$ cat config.mk
export PLATFORM = sky130hd
export DESIGN_NAME = cart_bus_seq
export DESIGN_NICKNAME = d
export VERILOG_FILES = /design/src/rtl/cart_bus_seq.sv
export SDC_FILE = /design/constraint.sdc
export NUM_CORES = 1
export LEC_CHECK = 0
export ABC_AREA = 1
export BUFFER_PORTS_ARGS = -buffer_cell sky130_fd_sc_hd__buf_4
export CAP_MARGIN = 5
export CELL_PAD_IN_SITES_DETAIL_PLACEMENT = 0
export CELL_PAD_IN_SITES_GLOBAL_PLACEMENT = 1
export CORE_MARGIN = 3
export CORE_UTILIZATION = 39
export DETAILED_ROUTE_END_ITERATION = 10
export HOLD_SLACK_MARGIN = 0.02
export PLACE_DENSITY_LB_ADDON = 0.2
export SYNTH_ARGS = -nofsm -noshare
export SYNTH_HDL_FRONTEND = slang
export SYNTH_SLANG_ARGS = --single-unit
$ cat constraint.sdc
create_clock -name CLK -period 4 [get_ports CLK]
set_clock_uncertainty 0.2 [all_clocks]
set_input_delay 0.2 -clock CLK [delete_from_list [all_inputs] [get_ports CLK]]
set_output_delay 0.2 -clock CLK [all_outputs]
set_load 0.05 [all_outputs]
$ cat src/rtl/cart_bus_seq.sv
// cart_bus_seq
//   Brings up the Bandai 2003 cartridge mapper, then serves host accesses to
//   its four bank registers over the cartridge strobe bus.
//
//   Bring-up order after reset release:
//     UNLK_ACK (ADDR=5Ah) -> UNLK_NAK (ADDR=A5h) -> DRAIN (idle bus while the
//     mapper loads its serial boot bitstream) -> four back-to-back register
//     writes to C0h..C3h -> IDLE.
//   Host accesses: IDLE -> SETUP -> STROBE (PULSE_CYC cycles) -> HOLD -> IDLE.
//
// Ports
//   CLK, RST        clock; asynchronous active-high reset
//   REQ, WR, REG    host request (held until ACK), direction, register index
//   WDATA           host write data, captured when the request is accepted
//   ACK             one-cycle completion pulse (HOLD of a host transaction)
//   RDATA           last read result, held until the next read completes
//   BUSY, READY     FSM not in IDLE / init sequence finished
//   CEn,SSn,WEn,OEn cartridge strobes, active low (CEn is never asserted)
//   ADDR            cartridge address bus
//   DQ_O, DQ_OE     split data bus, write side and its enable
//   DQ_I            split data bus, read side
module cart_bus_seq #(
   parameter int unsigned PULSE_CYC  = 2,
   parameter int unsigned DRAIN_CYC  = 18,
   parameter logic [7:0]  INIT_LAO   = 8'hFF,
   parameter logic [7:0]  INIT_RAMB  = 8'hFF,
   parameter logic [7:0]  INIT_ROMB0 = 8'hFF,
   parameter logic [7:0]  INIT_ROMB1 = 8'hFF
) (
   input  logic       CLK,
   input  logic       RST,
   input  logic       REQ,
   input  logic       WR,
   input  logic [1:0] REG,
   input  logic [7:0] WDATA,
   output logic       ACK,
   output logic [7:0] RDATA,
   output logic       BUSY,
   output logic       READY,
   output logic       CEn,
   output logic       SSn,
   output logic       WEn,
   output logic       OEn,
   output logic [7:0] ADDR,
   output logic [7:0] DQ_O,
   output logic       DQ_OE,
   input  logic [7:0] DQ_I
);

   // ST_BOOT is only occupied while RST is high; it keeps the bus idle during
   // reset so that the first cycle after release is UNLK_ACK.
   localparam logic [2:0] ST_BOOT     = 3'd0;
   localparam logic [2:0] ST_UNLK_ACK = 3'd1;
   localparam logic [2:0] ST_UNLK_NAK = 3'd2;
   localparam logic [2:0] ST_DRAIN    = 3'd3;
   localparam logic [2:0] ST_SETUP    = 3'd4;
   localparam logic [2:0] ST_STROBE   = 3'd5;
   localparam logic [2:0] ST_HOLD     = 3'd6;
   localparam logic [2:0] ST_IDLE     = 3'd7;

   localparam int unsigned MAX_CYC = (DRAIN_CYC > PULSE_CYC) ? DRAIN_CYC : PULSE_CYC;
   localparam int unsigned CNT_W   = (MAX_CYC > 1) ? $clog2(MAX_CYC) : 1;
   localparam logic [CNT_W-1:0] PULSE_LAST = CNT_W'(PULSE_CYC - 1);
   localparam logic [CNT_W-1:0] DRAIN_LAST = CNT_W'(DRAIN_CYC - 1);

   localparam logic [7:0] ADDR_IDLE   = 8'hFF;
   localparam logic [7:0] ADDR_UNLK_A = 8'h5A;
   localparam logic [7:0] ADDR_UNLK_B = 8'hA5;

   logic [2:0]       state;
   logic [CNT_W-1:0] cnt;
   logic             in_init;   // SETUP/STROBE/HOLD belong to the init writes
   logic [1:0]       cur_reg;   // register index of the current cycle
   logic             cur_wr;
   logic [7:0]       cur_data;
   logic             ready_q;
   logic [7:0]       rdata_q;

   function automatic logic [7:0] init_value(input logic [1:0] idx);
      logic [7:0] v;
      case (idx)
         2'd0:    v = INIT_LAO;
         2'd1:    v = INIT_RAMB;
         2'd2:    v = INIT_ROMB0;
         default: v = INIT_ROMB1;
      endcase
      return v;
   endfunction

   // ------------------------------------------------------------------
   // Sequencer
   // ------------------------------------------------------------------
   always_ff @(posedge CLK or posedge RST) begin
      if (RST) begin
         state    <= ST_BOOT;
         cnt      <= '0;
         in_init  <= 1'b1;
         cur_reg  <= '0;
         cur_wr   <= 1'b0;
         cur_data <= '0;
         ready_q  <= 1'b0;
         rdata_q  <= '0;
      end else begin
         case (state)
            ST_BOOT:     state <= ST_UNLK_ACK;
            ST_UNLK_ACK: state <= ST_UNLK_NAK;
            ST_UNLK_NAK: begin
               state <= ST_DRAIN;
               cnt   <= '0;
            end
            ST_DRAIN: begin
               if (cnt == DRAIN_LAST) begin
                  // Drain complete: start the first init write (C0h).
                  cnt      <= '0;
                  state    <= ST_SETUP;
                  in_init  <= 1'b1;
                  cur_reg  <= 2'd0;
                  cur_wr   <= 1'b1;
                  cur_data <= init_value(2'd0);
               end else begin
                  cnt <= cnt + 1'b1;
               end
            end
            ST_SETUP: begin
               state <= ST_STROBE;
               cnt   <= '0;
            end
            ST_STROBE: begin
               if (cnt == PULSE_LAST) begin
                  cnt   <= '0;
                  state <= ST_HOLD;
                  // Sample on the last OEn-low cycle, while the mapper still drives.
                  if (!cur_wr) begin
                     rdata_q <= DQ_I;
                  end
               end else begin
                  cnt <= cnt + 1'b1;
               end
            end
            ST_HOLD: begin
               if (in_init && (cur_reg != 2'd3)) begin
                  // Init writes run back to back with no idle bus cycle.
                  state    <= ST_SETUP;
                  cur_reg  <= cur_reg + 2'd1;
                  cur_data <= init_value(cur_reg + 2'd1);
               end else begin
                  state <= ST_IDLE;
                  if (in_init) begin
                     in_init <= 1'b0;
                     ready_q <= 1'b1;
                  end
               end
            end
            ST_IDLE: begin
               // Request fields are captured here and held for the whole cycle.
               if (REQ) begin
                  state    <= ST_SETUP;
                  cur_reg  <= REG;
                  cur_wr   <= WR;
                  cur_data <= WDATA;
               end
            end
            default: state <= ST_BOOT;
         endcase
      end
   end

   // ------------------------------------------------------------------
   // Bus drive, decoded from the state so reset idles the bus at once
   // ------------------------------------------------------------------
   always_comb begin
      ADDR  = ADDR_IDLE;
      SSn   = 1'b1;
      WEn   = 1'b1;
      OEn   = 1'b1;
      DQ_OE = 1'b0;
      DQ_O  = '0;
      case (state)
         ST_UNLK_ACK: ADDR = ADDR_UNLK_A;
         ST_UNLK_NAK: ADDR = ADDR_UNLK_B;
         ST_SETUP, ST_STROBE, ST_HOLD: begin
            ADDR  = {6'b110000, cur_reg};
            SSn   = 1'b0;
            DQ_OE = cur_wr;
            DQ_O  = cur_wr ? cur_data : 8'h00;
            if (state == ST_STROBE) begin
               WEn = ~cur_wr;
               OEn = cur_wr;
            end
         end
         default: ;
      endcase
   end

   assign CEn   = 1'b1;
   assign ACK   = (state == ST_HOLD) && !in_init;
   assign BUSY  = (state != ST_IDLE);
   assign READY = ready_q;
   assign RDATA = rdata_q;

endmodule

==> results_tabular.tex <==
\begin{tabular}{lr}
\hline
Metric & Value \\
\hline
\multicolumn{2}{l}{\textbf{STA}} \\
Final-layout worst hold slack & 33.8 ps \\
Unrepaired setup endpoints after global routing & no \\
Measured slew at the worst slew-check pin & 532 ps \\
Max Fclk & 419 MHz \\
Setup TNS Final & 0 ps \\
Shortest clock period the worst path allows after layout & 2380 ps \\
Number of hold violations in the final report & 0 \\
Max-Slew Margin vs Limit & 64.5\% \\
Number of pins exceeding their max-slew limit in the final report & 0 \\
Setup violations, final & 0 \\
Setup slack after layout & 1620 ps \\
Fraction of the cycle the final worst path needs & 59.6\% \\
\multicolumn{2}{l}{\textbf{Synth}} \\
Cell type contributing the most total cell area after synthesis & dfrtp\_1 \\
Total of warnings raised by yosys & 0 \\
Register bit total from synthesis & 29 \\
Post-Synth XOR/XNOR Area & 1.57\% \\
Top\_reg\_cell synth & dfrtp\_1 \\
Number of enable flip-flop cells after synthesis & 0 \\
Post-Synthesis Cell Area & 0.00176 mm² \\
Largest family of logic cells by synthesized area & simple AND/OR/NAND/NOR gates \\
Top cells by area, synth & dfrtp\_1 40\%, nand2\_1 18\%, nand3\_1 4.8\% \\
Sequential share of the synthesized area & 41.4\% \\
Number of distinct library cells after synthesis & 33 \\
Synthesized-area fraction occupied by and/or/nand/nor cells & 37.9\% \\
Share of the synthesized area in the top cell type & 39.9\% \\
Share of the synthesized area in compound gates (AO/OA/AOI/OAI) & 6.26\% \\
Net count after synthesis & 253 \\
Share of synthesized area spent on multiplexers & 0\% \\
Post-synth ARST share & 100\% \\
Gate count of the mapped netlist & 228 \\
Arithmetic-cell share of the synthesized area counting full adders, half adders and majority gates & 2.14\% \\
Average footprint of a synthesized cell & 7.71 µm² \\
\multicolumn{2}{l}{\textbf{Critical path}} \\
Worst setup EP type & output port \\
Combined buffer and inverter count along the critical path & 3 \\
Setup CP Type & flop to output port \\
Most used cell along the critical path & nor2\_1 \\
Delay of the slowest critical-path stage & 680 ps \\
Reg-to-reg endpoint & cur\_data[7] \\
CP Data Required Time & 3600 ps \\
Cell family with the largest share of critical-path delay & flip-flops \\
Critical path arrival & 1980 ps \\
Worst path cell trace & inv\_1, nor2\_1, clkinv\_1, nor2\_1, buf\_4 \\
Worst setup SP type & flop \\
Slowest stage cell, crit path & dfrtp\_1 \\
Register-to-Register Setup Slack & 1900 ps \\
Launching point of the worst reg2reg path & state[1] \\
Worst reg2reg path depth & 5 \\
Maximum net fanout on the critical path & 11 \\
\multicolumn{2}{l}{\textbf{Clock network}} \\
Largest buffer count on any clock path & 2 \\
TritonCTS clock tree & done \\
Number of CTS-inserted buffers & 5 \\
Clk pin slew, worst setup/hold paths & 70 ps \\
Later-pin clock latency in the skew report & 280 ps \\
Root Buffer Master & clkbuf\_8 \\
Post-CTS Resized & 0 \\
H-tree level count & 2 \\
Total number of clock tree sinks & 29 \\
\multicolumn{2}{l}{\textbf{Final layout}} \\
Inserted Diodes & 0 \\
Commonest cells after routing, fill and taps aside & 84 x nand2\_1, 53 x buf\_4, 28 x dfrtp\_1, 19 x nor2\_1, 18 x inv\_1 \\
Layout cell share with drive strength beyond 1 & 30.3\% \\
Nets & 311 \\
Count of fill cells added during filler insertion & 417 \\
Cell Count, Final, Fillers Out & 337 \\
End-of-flow core utilization & 55.3\% \\
Area of combinational cells with multiple inputs & 846 µm² \\
Most frequent standard cell in the layout excluding fill and tap cells & nand2\_1 \\
Area taken by flip-flops and latches & 727 µm² \\
Final std cell area, no fill & 0.00231 mm² \\
Area delta synth->final & 31.3\% \\
\multicolumn{2}{l}{\textbf{Status}} \\
Result of the run & complete, no violations \\
\multicolumn{2}{l}{\textbf{Floorplan}} \\
Die Outline Area & 0.00535 mm² \\
Vertical die dimension & 73.1 µm \\
Placeable core area & 0.00417 mm² \\
Effective utilization at floorplan & 42.1\% \\
Die Wd & 73.1 µm \\
Ports placed on the boundary & 54 \\
Number of placement rows & 23 \\
\multicolumn{2}{l}{\textbf{Worst hold path}} \\
Worst min path class & input port to flop \\
Hold path startpoint & WDATA[0] \\
Worst Hold Endpoint & cur\_data[0] \\
Worst hold path stage count & 4 \\
\multicolumn{2}{l}{\textbf{Routing}} \\
First DRT Iteration DRCs & 72 \\
Detail Route Antenna Nets & 0 \\
Detailed-route wire length & 4060 µm \\
Via total after detailed routing & 1579 \\
Average routed wire per standard cell & 12.1 µm \\
Detail-routed via count per cell & 4.69 \\
Detailed-router iteration count before antenna repair & 4 \\
DRC violation count after routing & 0 \\
\multicolumn{2}{l}{\textbf{Global route}} \\
Largest net degree at the start of global routing & 30 \\
Number of antenna violations at the first check in global routing & 0 \\
Global-route wire length before repair & 6710 µm \\
Global route total overflow & 0 \\
Total routing usage reported by global routing & 16.3\% \\
Via count of the first global-routing pass & 1481 \\
\multicolumn{2}{l}{\textbf{Placement}} \\
Placement Cell Area & 0.00212 mm² \\
Input/output buffers & 52 \\
Post-place setup slack & 1880 ps \\
Half-perimeter wire length of the detailed placement result & 2900 µm \\
Placer congestion estimate & 0.854 \\
Count of placed standard cells including taps & 320 \\
\multicolumn{2}{l}{\textbf{Pwr}} \\
Leakage power summed over all cells & 1.27 nW \\
Design Power & 2.22 mW \\
Worst IR Drop VDD & 0.355 mV \\
PD cells & 964 mW/mm² \\
\multicolumn{2}{l}{\textbf{Job}} \\
Max-capacitance violation count & 0 \\
\hline
\end{tabular}
timing repair:
item | 4_1_cts | 5_1_grt
buffers inserted | 0 | 0
hold buffers | 9 | 0
hold endpoints to repair | 36 | 0
final cells by class:
| type | count | share of cell area, % |
|---|---|---|
| Tap cell | 50 | 2.71 |
| Clock buffer | 7 | 4.17 |
| Timing Repair Buffer | 62 | 21.1 |
| Inverter | 21 | 3.63 |
| Multi-Input combinational cell | 167 | 36.6 |
| Clock inverter | 1 | 0.217 |
| Sequential cell | 29 | 31.5 |
worst reg2reg max path, cell delays in order (launching register included):
cell,delay (ps)
dfrtp_1,680
o21ai_0,260
nor2_2,450
nand2_2,240
nand2_1,110
nand2_1,50
kinds of logic (layout without fill, tap and decap cells):
group                      Yosys count  after routing
adders and majority gates            3              3
other                                1              1
buffers and inverters               32             91
and+or+nand+nor                    144            144
xor gates and xnor gates             1              1
DFF                                 29             29
AOI/OAI and AO/OA                   18             18
synthesized netlist by cell type (2+ instances only):
master / n
o21ai_0: 12
or2_2: 8
nor2_2: 2
ha_1: 3
nand3_1: 17
nand2_1: 84
nand2_2: 2
buf_6: 6
nand2_4: 2
nand3_2: 4
dfrtp_1: 28
nor2_1: 19
inv_1: 18
buf_4: 4
how the worst max path moves through the flow:
stage	startpoint	to	cells past startpoint
floorplan	state[0]	DQ_O[0]	6
global placement	state[2]	DQ_O[0]	5
detailed placement	state[2]	DQ_O[0]	5
CTS	state[2]	DQ_O[0]	5
global route	state[2]	DQ_O[0]	5
finish	state[2]	DQ_O[0]	5
power by group:
| group | internal [mW] | switching [mW] |
|---|---|---|
| logic | 0.417 | 0.980 |
| registers | 0.426 | 0.132 |
| clock network | 0.155 | 0.114 |
routing by layer:
layer / vias up / wire length, µm / GRT usage [%]
met5: - / 0 / 0
met4: 0 / 43 / 6.76
met3: 6 / 190 / 3.44
met2: 37 / 1940 / 26.5
met1: 715 / 1880 / 21.0
li1: 821 / - / -
Power figures use the tool's default switching activity.
